### config.mk
export PLATFORM = sky130hd
export DESIGN_NAME = vram_arbiter
export DESIGN_NICKNAME = d
export VERILOG_FILES = /design/src/rtl/vram_pkg.sv /design/src/rtl/pix_fifo.sv /design/src/rtl/vram_arbiter.sv
export SDC_FILE = /design/constraint.sdc
export NUM_CORES = 1
export LEC_CHECK = 0
export CAP_MARGIN = 30
export CORE_AREA = 2 2 135 137
export DETAILED_ROUTE_END_ITERATION = 8
export DIE_AREA = 0 0 137 139
export GPL_TIMING_DRIVEN = 0
export PLACE_DENSITY = 0.72
export SETUP_SLACK_MARGIN = 0.02
export SLEW_MARGIN = 40
export SYNTH_ARGS = -nofsm -noshare
export SYNTH_HDL_FRONTEND = slang
export SYNTH_SLANG_ARGS = --single-unit
### constraint.sdc
create_clock -name i_clk -period 5.45 [get_ports i_clk]
set_input_delay 1.635 -clock i_clk [delete_from_list [all_inputs] [get_ports i_clk]]
set_output_delay 1.635 -clock i_clk [all_outputs]
set_load 0.05 [all_outputs]
### src/rtl/vram_pkg.sv
`timescale 1ns/1ps
// Shared widths, frame geometry and FSM encoding for the VRAM arbiter.
package vram_pkg;

  localparam int unsigned AW          = 19;
  localparam int unsigned DW          = 16;
  localparam int unsigned H_ACTIVE    = 800;
  localparam int unsigned V_ACTIVE    = 480;
  localparam int unsigned FRAME_WORDS = H_ACTIVE * V_ACTIVE;

  typedef enum logic [1:0] {
    S_IDLE,
    S_RUN,
    S_DONE
  } state_t;

  // One memory access as presented on the o_mem_* port.
  typedef struct packed {
    logic          en;
    logic          we;
    logic [AW-1:0] addr;
    logic [DW-1:0] wdata;
  } mem_req_t;

endpackage

### src/rtl/pix_fifo.sv
`timescale 1ns/1ps
// Prefetch FIFO for scan-out pixels with a registered head word.
// Ports: clk/rst_n, push+wdata, pop, flush (clears contents, dominates
// push/pop), head (current front pixel, held when empty), count.
module pix_fifo #(
  parameter int unsigned DEPTH = 8,
  parameter int unsigned W     = 16,
  parameter int unsigned CW    = $clog2(DEPTH) + 1
) (
  input  logic          clk,
  input  logic          rst_n,
  input  logic          push,
  input  logic [W-1:0]  wdata,
  input  logic          pop,
  input  logic          flush,
  output logic [W-1:0]  head,
  output logic [CW-1:0] count
);

  localparam int unsigned PW = $clog2(DEPTH);

  logic [W-1:0]  mem [DEPTH];
  logic [PW-1:0] wr_ptr;
  logic [PW-1:0] rd_ptr;
  logic [CW-1:0] count_q;
  logic [W-1:0]  head_q;
  logic          do_push;
  logic          do_pop;

  assign do_push = push && !flush && (count_q != CW'(DEPTH));
  assign do_pop  = pop && !flush && (count_q != '0);
  assign head    = head_q;
  assign count   = count_q;

  // Storage array, no reset needed.
  always_ff @(posedge clk) begin
    if (do_push) mem[wr_ptr] <= wdata;
  end

  // Pointers, occupancy and head register.
  always_ff @(posedge clk or negedge rst_n) begin
    if (!rst_n) begin
      wr_ptr  <= '0;
      rd_ptr  <= '0;
      count_q <= '0;
      head_q  <= '0;
    end else if (flush) begin
      wr_ptr  <= '0;
      rd_ptr  <= '0;
      count_q <= '0;
    end else begin
      if (do_push) wr_ptr <= wr_ptr + PW'(1);
      if (do_pop)  rd_ptr <= rd_ptr + PW'(1);
      count_q <= count_q + CW'(do_push) - CW'(do_pop);
      // Head follows the next stored entry, or bypasses the pushed word when
      // it becomes the only entry; it keeps its last value once drained.
      if (do_pop) begin
        if (count_q > CW'(1))  head_q <= mem[rd_ptr + PW'(1)];
        else if (do_push)      head_q <= wdata;
      end else if (do_push && (count_q == '0)) begin
        head_q <= wdata;
      end
    end
  end

endmodule

### src/rtl/vram_arbiter.sv
`timescale 1ns/1ps
// Single-port VRAM arbiter: keeps a scan-out prefetch FIFO topped up and
// hands every spare memory cycle to the pixel writer.
// Ports: i_clk/i_rst_n; i_frame_start restarts the frame fetch; i_pix_rd pops
// o_pix/o_pix_valid, o_underrun is sticky; i_wr_* / o_wr_ready is the writer
// handshake; o_mem_* / i_mem_rdata drive the memory (1-cycle read latency).
module vram_arbiter
  import vram_pkg::*;
#(
  parameter int unsigned H_ACTIVE   = vram_pkg::H_ACTIVE,
  parameter int unsigned V_ACTIVE   = vram_pkg::V_ACTIVE,
  parameter int unsigned FIFO_DEPTH = 8,
  parameter int unsigned LOW_WATER  = 4
) (
  input  logic          i_clk,
  input  logic          i_rst_n,
  input  logic          i_frame_start,
  input  logic          i_pix_rd,
  output logic [DW-1:0] o_pix,
  output logic          o_pix_valid,
  output logic          o_underrun,
  input  logic          i_wr_valid,
  input  logic [AW-1:0] i_wr_addr,
  input  logic [DW-1:0] i_wr_data,
  output logic          o_wr_ready,
  output logic          o_mem_en,
  output logic          o_mem_we,
  output logic [AW-1:0] o_mem_addr,
  output logic [DW-1:0] o_mem_wdata,
  input  logic [DW-1:0] i_mem_rdata
);

  localparam int unsigned FRAME = H_ACTIVE * V_ACTIVE;
  localparam int unsigned CW    = $clog2(FIFO_DEPTH) + 1;
  localparam int unsigned LW    = CW + 1;

  state_t        state_q, state_d;
  logic [AW-1:0] rd_addr_q, rd_addr_d;
  logic          inflight_q;
  logic          active_q;
  logic          underrun_q;
  logic [CW-1:0] count;
  logic [LW-1:0] level;
  logic          need;
  logic          urgent;
  logic          rd_grant;
  logic          wr_grant;
  mem_req_t      req;

  // Occupancy including the read whose data is still on its way back.
  assign level    = LW'(count) + LW'(inflight_q);
  assign need     = (state_q == S_RUN) && (level < LW'(FIFO_DEPTH));
  assign urgent   = need && (level < LW'(LOW_WATER));
  assign rd_grant = need && !i_frame_start && (urgent || !i_wr_valid);
  // active_q keeps the writer off the bus until the first edge after reset.
  assign wr_grant = active_q && i_wr_valid && !rd_grant;

  // Next-state, fetch address and memory command.
  always_comb begin
    state_d   = state_q;
    rd_addr_d = rd_addr_q;
    req       = '0;
    if (rd_grant) begin
      req.en    = 1'b1;
      req.addr  = rd_addr_q;
      rd_addr_d = rd_addr_q + AW'(1);
      if (rd_addr_q == AW'(FRAME - 1)) state_d = S_DONE;
    end else if (wr_grant) begin
      req.en    = 1'b1;
      req.we    = 1'b1;
      req.addr  = i_wr_addr;
      req.wdata = i_wr_data;
    end
    if (i_frame_start) begin
      state_d   = S_RUN;
      rd_addr_d = '0;
    end
  end

  assign o_mem_en    = req.en;
  assign o_mem_we    = req.we;
  assign o_mem_addr  = req.addr;
  assign o_mem_wdata = req.wdata;
  assign o_wr_ready  = wr_grant;

  // State, fetch pointer, in-flight marker and sticky underrun.
  always_ff @(posedge i_clk or negedge i_rst_n) begin
    if (!i_rst_n) begin
      state_q    <= S_IDLE;
      rd_addr_q  <= '0;
      inflight_q <= 1'b0;
      active_q   <= 1'b0;
      underrun_q <= 1'b0;
    end else begin
      state_q    <= state_d;
      rd_addr_q  <= rd_addr_d;
      inflight_q <= rd_grant;
      active_q   <= 1'b1;
      if (i_pix_rd && (count == '0) && !i_frame_start) underrun_q <= 1'b1;
    end
  end

  assign o_underrun  = underrun_q;
  assign o_pix_valid = (count != '0);

  // A frame start discards the returning read by flushing in the same edge.
  pix_fifo #(
    .DEPTH (FIFO_DEPTH),
    .W     (DW),
    .CW    (CW)
  ) u_fifo (
    .clk   (i_clk),
    .rst_n (i_rst_n),
    .push  (inflight_q && !i_frame_start),
    .wdata (i_mem_rdata),
    .pop   (i_pix_rd),
    .flush (i_frame_start),
    .head  (o_pix),
    .count (count)
  );

endmodule

==> flow_summary.toml, run 1 <==
[status]
outcome = "finished clean"

[timing]
hold_viol = 0
timing.max_slew.rel_slack = 0.462
max_clock_freq_ghz = 0.187
grt_setup_unrepaired = "no"
finalSetupTns_ps = 0
count_of_endpoints_failing_setup_in_the_final_report = 0
fin_crit_ps = 5340
timing_worst_slew_pin_value_ps = 808
final_max_slew_viol_count = 0
post_route_worst_setup_slack_ps = 114
finClkSkew_ps = 6.03
finalCritPeriodShare = 0.979

[floorplanning]
design.portCount = 112
dieArea_sq_um = 19000
chipWidth_um = 137
initial_utilization = 0.443
core_area_sq_um = 17700
rows = 49
chipHeight_um = 139

[worst_hold_path]
hold_path.class = "flip-flop to flip-flop"
whs_path_depth = 1

[worst_setup_path]
worst_path_most_repeated_cell = "sky130_fd_sc_hd__clkbuf_4"
cp-endpoint = "o_mem_en"
worstReg2RegEnd = "u_fifo.head[11]"
worstSetupEndpointType = "output pin"
r2r_cells = 7
crit_path_top_delay_cell = "sky130_fd_sc_hd__clkdlybuf4s50_1"
critical_path.n_buffers_inverters = 5
critical_path.reg2reg.startpoint = "u_fifo.rd_ptr[0]"
startpoint_kind_of_the_worst_setup_timing_path = "input pin"
crit_family = "buffers and inverters"
worst-path-stages = 9
timing.critical_path.cells = "clkdlybuf4s50_1 -> nand2b_1 -> mux2i_4 -> a2111o_1 -> clkbuf_4 -> clkbuf_4 -> clkbuf_4 -> nand2_1 -> clkdlybuf4s18_2"
critPathMaxFanout = 10
worstSetupPathType = "input pin to output pin"
cp-startpoint = "i_wr_valid"
required_ps = 3820
rrSetupSlack_ps = 2700
critPathArrivalTime_ps = 3700
crit_path_max_incr_delay_ps = 460

[yosys]
synth_sequential_area_ratio = 0.652
synthesis.area_sq_um = 7820
postSynthAreaPerCell_sq_um = 14.2
net_count_of_the_mapped_netlist = 617
synth_enable_flop_cells = 128
yosys-top-cells-area = "sky130_fd_sc_hd__edfxtp_1, sky130_fd_sc_hd__dfrtp_1, sky130_fd_sc_hd__mux4_2"
post_synth_most_frequent_cells = "sky130_fd_sc_hd__edfxtp_1, sky130_fd_sc_hd__dfrtp_1, sky130_fd_sc_hd__nand2_1"
async_reset_ff_frac = 0.281
netlist-cell-type-count = 44
post-synth-top-count-cell = "sky130_fd_sc_hd__edfxtp_1"
synth.ff_latch_count = 178
synth-warning-count = 0
synth_largest_area_cell = "sky130_fd_sc_hd__edfxtp_1"
synth_top_area_share = 0.492
post_synth_inst_count = 549
ys.flop_type = "sky130_fd_sc_hd__edfxtp_1"

[clocking]
ctsHoldBuffers = 0
tritoncts_num_sinks = 178
clk_root_buffer_cell = "sky130_fd_sc_hd__clkbuf_16"
cts.clk_slew.worst_paths_ps = 60
cts-buffers-inserted = 17
cts_max_level = 4
clockBufferDepth = 2
worst_skew_pair.late_latency_ps = 430
tritoncts_clock_tree = "yes"

[final_layout]
area.sequential_sq_um = 5090
final_layout_size_suffix_gt1_frac = 0.193
area_occupied_by_multi_input_gates_sq_um = 2610
final_net_count = 761
n_antenna_cell = 0
final_cell_utilization_of_the_core = 0.569
filler_cells = 1387
area_growth_pct = 28.5

[placed_design]
hpwl_um = 12800
port_buffers = 111
dp_worst_setup_slack_ps = -776
gp_congestion = 0.820

[routing]
detail_route.wirelength_um = 19000
drtPass1Iterations = 5
post_drt_wl_per_cell_um = 20.3
drt_iter0_drc = 434
drt_drc_violations_left = 0
viasPerCell = 5.73
detailroute.via_count = 5359
ant_nets = 0

[power_and_ir_drop]
irDropWorstVdd_uv = 396
powerDensity_nw_per_um2 = 435
leakage_dissipation_uw = 0.00376

[global_route]
via_count_of_the_first_global_routing_pass = 5409
wire_length_of_the_first_global_routing_pass_um = 29200
grt_start_max_net_pins = 33
number_of_antenna_violations_at_the_first_check_in_global_routing = 0
grt_overflow_total = 0
track_usage = 0.204

[job]
timing.max_cap.violations = 0
## worst reg2reg max path, delay by kind of cell (launching register included)
family          cells  cell delay [ps]
fa+ha+maj           1              220
compound gates      2              360
mux                 2              620
xor+xnor            1              390
buf+inv             1              660
flops               1              380
## power breakdown
part           switching [uW]  internal [uW]
sequential               78.4           1580
combinational             858            561
clock                     503            796
total                    1440           2930
## cell families after synthesis
logic type      synth area share
xor+xnor                 0.00896
compound gates            0.0770
mux                        0.118
simple gates               0.101
flops                      0.652
other cells             0.000480
buf+inv                   0.0235
fa+ha+maj                 0.0202
## state kept, by name, indices dropped and copies added (netlist names)
register and cells:
inflight_q 1, active_q 1, rd_addr_q 19, u_fifo.rd_ptr 3
u_fifo.mem 128, u_fifo.count 4, u_fifo.head 16, u_fifo.wr_ptr 3
o_underrun 1, state_q 2
## area by class of cell
class                           instances  share of cell area
Sequential cell                       178               0.507
Clock buffer                           21              0.0458
Tap cell                              229              0.0285
Timing Repair Buffer                  125               0.122
Buffer                                 31              0.0142
Multi-Input combinational cell        325               0.260
Clock inverter                         11              0.0176
Inverter                               15             0.00573
## metal layers
metal  global-route usage  wire length [um]  up-vias
met5                    0                 0        -
met4               0.0738               401        0
met3               0.0545              1670       36
met2                0.325              9110      293
met1                0.269              7780     2644
li1                     -                 -     2386
## worst min-delay path by stage
stage | from | to | slack (ps)
finish | o_underrun | o_underrun | 480
global route | u_fifo.head[11] | u_fifo.head[11] | 500
CTS | o_underrun | o_underrun | 480
detailed placement | o_underrun | o_underrun | 460
global placement | state_q[0] | state_q[0] | 460
floorplan | state_q[0] | state_q[0] | 450
## repair_timing
| item | CTS | global route |
|---|---|---|
| gates resized for setup | 136 | 33 |
| endpoints found under the setup margin | 38 | 34 |
| pin swaps | 0 | 0 |
| setup buffers | 0 | 1 |
## cells in the final DEF, fill, tap and decap left out, drive strengths merged, types with 7 or more instances in the layout
| cell | instances |
|---|---|
| a211oi | 16 |
| a21o | 21 |
| a21oi | 16 |
| and3 | 20 |
| buf | 30 |
| clkbuf | 56 |
| clkdlybuf4s15 | 18 |
| clkdlybuf4s50 | 72 |
| dfrtp | 50 |
| edfxtp | 128 |
| ha | 11 |
| inv | 16 |
| mux2i | 20 |
| mux4 | 32 |
| nand2 | 47 |
| nand3 | 32 |
| nor2 | 36 |
| o21ai | 13 |
| or3 | 7 |
## metrics by stage
step / area [sq um] / power, uW / instances / hold WS [ps]
4_1_cts: 10100 / 4390 / 934 / 482
3_3_place_gp: 9220 / 3050 / 889 / 461
2_1_floorplan: 7820 / 2640 / 549 / 452
5_1_grt: 10100 / 4570 / 935 / 505
3_5_place_dp: 9430 / 3090 / 902 / 464
6_report: 10100 / 4370 / 935 / 480
Note: power is estimated with default switching activity, not from simulation.
==> inputs of run 2 (changes only) <==
Settings changed: CTS_CLUSTER_SIZE from default to 12, SLEW_MARGIN 40 to 20.
==> flow_summary.toml, run 2 (synthesized netlist as in run 1, its figures left out) <==
[clocking]
clk_root_buffer_cell = "sky130_fd_sc_hd__clkbuf_16"
ctsHoldBuffers = 0
cts_max_level = 4
tritoncts_num_sinks = 178
cts-buffers-inserted = 17
clockBufferDepth = 2
tritoncts_clock_tree = "yes"
worst_skew_pair.late_latency_ps = 420
cts.clk_slew.worst_paths_ps = 60
post-cts-setup-buffer-count = 0

[power_and_ir_drop]
powerDensity_nw_per_um2 = 426
leakage_dissipation_uw = 0.00368
irDropWorstVdd_uv = 325

[routing]
drtPass1Iterations = 5
detail_route.wirelength_um = 18600
ant_nets = 0
viasPerCell = 5.71
drt_iter0_drc = 397
drt_drc_violations_left = 0
post_drt_wl_per_cell_um = 20.0
detailroute.via_count = 5315

[final_layout]
largest_reg_flops = 128
largest-register = "u_fifo.mem"
final_net_count = 757
finish.instance_area_sq_um = 9910
area.sequential_sq_um = 5090
final_layout_size_suffix_gt1_frac = 0.188
most_common_cell_after_layout_fill_and_taps_aside = "sky130_fd_sc_hd__edfxtp_1"
area_growth_pct = 26.8
finish.cell_count_without_fillers = 931
n_antenna_cell = 0
filler_cells = 1421
most-common-layout-cells = "sky130_fd_sc_hd__edfxtp_1, sky130_fd_sc_hd__clkdlybuf4s50_1, sky130_fd_sc_hd__dfrtp_1"
area_occupied_by_multi_input_gates_sq_um = 2580

[global_route]
grt_overflow_total = 0
grt_start_max_net_pins = 51
number_of_antenna_violations_at_the_first_check_in_global_routing = 0
wire_length_of_the_first_global_routing_pass_um = 28800
via_count_of_the_first_global_routing_pass = 5358
track_usage = 0.200

[timing]
hold_viol = 0
fin_crit_ps = 5380
grt_setup_unrepaired = "yes"
max_clock_freq_ghz = 0.186
final_max_slew_viol_count = 0
finClkSkew_ps = 9.64
timing_worst_slew_pin_value_ps = 898
post_route_worst_setup_slack_ps = 70.5
count_of_endpoints_failing_setup_in_the_final_report = 0
timing.max_slew.rel_slack = 0.401
finalCritPeriodShare = 0.987

[floorplanning]
chipHeight_um = 139
dieArea_sq_um = 19000
rows = 49
design.portCount = 112
chipWidth_um = 137
core_area_sq_um = 17700
initial_utilization = 0.443

[worst_setup_path]
startpoint_kind_of_the_worst_setup_timing_path = "input pin"
critPathArrivalTime_ps = 3740
required_ps = 3820
worstSetupPathType = "input pin to output pin"
worstSetupEndpointType = "output pin"
critPathMaxFanout = 10

[job]
timing.max_cap.violations = 0

[worst_hold_path]
hold_path.class = "flip-flop to flip-flop"

[placed_design]
port_buffers = 111
placed_cell_area_sq_um = 9360
gp_congestion = 0.820
hpwl_um = 12600
place_inst = 899
dp_worst_setup_slack_ps = -796

[status]
outcome = "finished clean"
run 2: cell types whose count changed in the layout (fill, tap and decap cells not counted), moves of 2 or more:
cell                              before  now
sky130_fd_sc_hd__clkbuf_2              7    3
sky130_fd_sc_hd__clkdlybuf4s18_2       1    3
sky130_fd_sc_hd__bufinv_16             4    1
sky130_fd_sc_hd__inv_6                 1    3
sky130_fd_sc_hd__nor2_4                6    0
sky130_fd_sc_hd__nor2_2                0    6
run 2: final cells by class:
class | count | area share
clock buffer | 21 | 0.0475
sequential | 178 | 0.514
clock inverter | 11 | 0.0101
inverter | 15 | 0.00581
tap | 229 | 0.0289
timing repair buffer | 121 | 0.120
multi-input combinational | 325 | 0.260
buffer | 31 | 0.0135
run 2: report_power, final:
group / total [uW] / switching [uW] / leakage [uW] / internal, uW
clock network: 1160 / 495 / 0.000268 / 666
registers: 1650 / 78.3 / 0.00181 / 1580
logic: 1400 / 849 / 0.00161 / 555
total: 4220 / 1420 / 0.00368 / 2800
run 2: worst max-delay path: stages:
cell and delay (ps):
sky130_fd_sc_hd__clkdlybuf4s50_1 530, sky130_fd_sc_hd__nand2b_1 110, sky130_fd_sc_hd__mux2i_4 240, sky130_fd_sc_hd__a2111o_1 140
sky130_fd_sc_hd__buf_2 200, sky130_fd_sc_hd__clkinv_2 170, sky130_fd_sc_hd__buf_2 220, sky130_fd_sc_hd__nor2_1 160
sky130_fd_sc_hd__buf_4 120, sky130_fd_sc_hd__clkbuf_4 210
run 2: worst paths after layout:
kind	cells after the start	startpoint	to	slack (ps)
max	10	i_wr_valid	o_wr_ready	70
min	1	o_underrun	o_underrun	480
max reg2reg	7	u_fifo.rd_ptr[0]	u_fifo.head[11]	2670
min reg2reg	1	o_underrun	o_underrun	480
max in group asynchronous	1	i_rst_n	u_fifo.head[14]	3750
min in group asynchronous	1	i_rst_n	active_q	1250
run 2: routing by layer:
metal,share of wire,vias up,GRT usage
met2,0.49,291,0.327
met4,0.013,0,0.0586
met3,0.092,23,0.0523
met1,0.41,2630,0.265
met5,0,-,0
li1,-,2371,-
run 2: repair_timing:
action / in CTS / in global routing
setup endpoints to repair: 38 / 33
endpoints found under the hold margin: 0 / 0
resized for setup: 140 / 38
run 2: stage by stage:
stage                     power (uW)  setup TNS [ps]  hold WS, ps   util
after floorplan                 2640               0          452      -
after global placement          3050          -23790          461  0.522
after detailed placement        3090          -21880          463  0.530
after CTS                       4250               0          482  0.562
after global routing            4420            -358          506  0.561
final                           4220               0          478  0.561
==> inputs of run 3 (changes only) <==
Settings changed: CORE_AREA 2 2 135 137 to 2 2 130 132, DIE_AREA 0 0 137 139 to 0 0 132 134, PLACE_DENSITY 0.72 to 0.8.
Clock period 5.45 ns to 4.6 ns, I/O delays scaled along.
==> flow_summary.toml, run 3 (synthesized netlist as in run 1, its figures left out) <==
[worst_hold_path]
whs_path_depth = 1
hold_path.class = "flip-flop to flip-flop"
hold_path_end = "u_fifo.head[2]"
timing.hold.worst.start = "u_fifo.head[2]"

[final_layout]
area.sequential_sq_um = 5090
most_common_cell_after_layout_fill_and_taps_aside = "sky130_fd_sc_hd__edfxtp_1"
n_antenna_cell = 0
area_growth_pct = 26.8
area_occupied_by_multi_input_gates_sq_um = 2590
final_layout_size_suffix_gt1_frac = 0.196
largest-register = "u_fifo.mem"
finish.instance_area_sq_um = 9910
filler_cells = 1255
most-common-layout-cells = "sky130_fd_sc_hd__edfxtp_1, sky130_fd_sc_hd__clkdlybuf4s50_1, sky130_fd_sc_hd__dfrtp_1"
final_net_count = 758
largest_reg_flops = 128

[placed_design]
gp_congestion = 0.876
placed_cell_area_sq_um = 9370
dp_worst_setup_slack_ps = -1180
hpwl_um = 13400
port_buffers = 111

[global_route]
grt_start_max_net_pins = 51
wire_length_of_the_first_global_routing_pass_um = 31300
number_of_antenna_violations_at_the_first_check_in_global_routing = 0
via_count_of_the_first_global_routing_pass = 5586
grt_overflow_total = 0
track_usage = 0.235

[timing]
finalSetupTns_ps = 0
post_route_worst_setup_slack_ps = 91.7
finClkSkew_ps = 9.63
count_of_endpoints_failing_setup_in_the_final_report = 0
fin_crit_ps = 4510
finalCritPeriodShare = 0.980
hold_viol = 0
timing.max_slew.rel_slack = 0.400
grt_setup_unrepaired = "no"
final_max_slew_viol_count = 0
timing_worst_slew_pin_value_ps = 900
max_clock_freq_ghz = 0.222

[clocking]
cts_max_level = 4
clockBufferDepth = 2
cts.clk_slew.worst_paths_ps = 60
worst_skew_pair.late_latency_ps = 430
tritoncts_clock_tree = "yes"
cts-buffers-inserted = 17
tritoncts_num_sinks = 178
ctsHoldBuffers = 0
clk_root_buffer_cell = "sky130_fd_sc_hd__clkbuf_16"

[power_and_ir_drop]
power.total_uw = 5170
leakage_dissipation_uw = 0.00376
irDropWorstVdd_uv = 482
powerDensity_nw_per_um2 = 521

[worst_setup_path]
worstReg2RegEnd = "u_fifo.head[8]"
r2r_cells = 7
critical_path.reg2reg.startpoint = "u_fifo.rd_ptr[0]"
worstSetupEndpointType = "output pin"
worstSetupPathType = "input pin to output pin"
critPathArrivalTime_ps = 3130
rrSetupSlack_ps = 1790
critPathMaxFanout = 10
required_ps = 3220
startpoint_kind_of_the_worst_setup_timing_path = "input pin"

[routing]
drt_drc_violations_left = 0
detail_route.wirelength_um = 20200
detailroute.via_count = 5429
post_drt_wl_per_cell_um = 21.9
drtPass1Iterations = 5
ant_nets = 0
drt_iter0_drc = 474
viasPerCell = 5.88

[floorplanning]
initial_utilization = 0.480
chipWidth_um = 132
chipHeight_um = 134
core_area_sq_um = 16300
dieArea_sq_um = 17700
rows = 47
design.portCount = 112

[job]
timing.max_cap.violations = 0

[status]
outcome = "finished clean"
## run 3: report_power, final
group          leakage, uW  switching, uW  internal [uW]
Clock             0.000293            592            914
Combinational      0.00166           1030            665
Sequential         0.00181           96.8           1870
Total              0.00376           1720           3450
## run 3: how the worst max path moves through the flow
stage                from        endpoint  slack, ps  depth (start not counted)
6_report       i_wr_valid  o_mem_addr[17]         90                          9
4_1_cts        i_wr_valid  o_mem_addr[16]         50                         10
3_5_place_dp   i_wr_valid      o_wr_ready      -1180                         10
2_1_floorplan  i_wr_valid  o_mem_addr[11]       -310                          7
5_1_grt        i_wr_valid  o_mem_addr[14]         10                         10
3_3_place_gp   i_wr_valid      o_wr_ready      -1110                         10
## run 3: per-layer routing
layer,track usage,up-vias,wire [um]
li1,-,2371,-
met1,0.287,2747,8060
met2,0.396,274,10100
met3,0.0616,37,1520
met4,0.107,0,497
met5,0,-,0
## run 3: area by class of cell
class                      instances  share of cell area
buffer                            31              0.0154
clock buffer                      24              0.0496
clock inverter                     8              0.0127
inverter                          15             0.00618
multi-input combinational        325               0.261
sequential                       178               0.514
tap                              220              0.0278
timing repair buffer             122               0.113
## run 3: critical path, cell delays in order
cell and delay (ps):
sky130_fd_sc_hd__dlygate4sd2_1 280, sky130_fd_sc_hd__nand2b_1 130, sky130_fd_sc_hd__mux2i_4 100, sky130_fd_sc_hd__a2111o_1 410, sky130_fd_sc_hd__buf_6 150, sky130_fd_sc_hd__buf_4 170
sky130_fd_sc_hd__buf_6 150, sky130_fd_sc_hd__o21ai_2 160, sky130_fd_sc_hd__buf_6 180
## run 3: repair_timing
| action | 4_1_cts | 5_1_grt |
|---|---|---|
| gates cloned | 0 | 0 |
| buffers inserted | 0 | 0 |
| resized for setup | 178 | 56 |
| pin swaps | 0 | 0 |
| setup endpoints to repair | 38 | 37 |
## run 3: per-stage QoR
stage | util | std cells | hold slack [ps]
6_report | 0.609 | 923 | 472
3_5_place_dp | 0.575 | 891 | 469
4_1_cts | 0.614 | 923 | 479
5_1_grt | 0.609 | 923 | 498
2_1_floorplan | - | 549 | 452
3_3_place_gp | 0.565 | 880 | 463
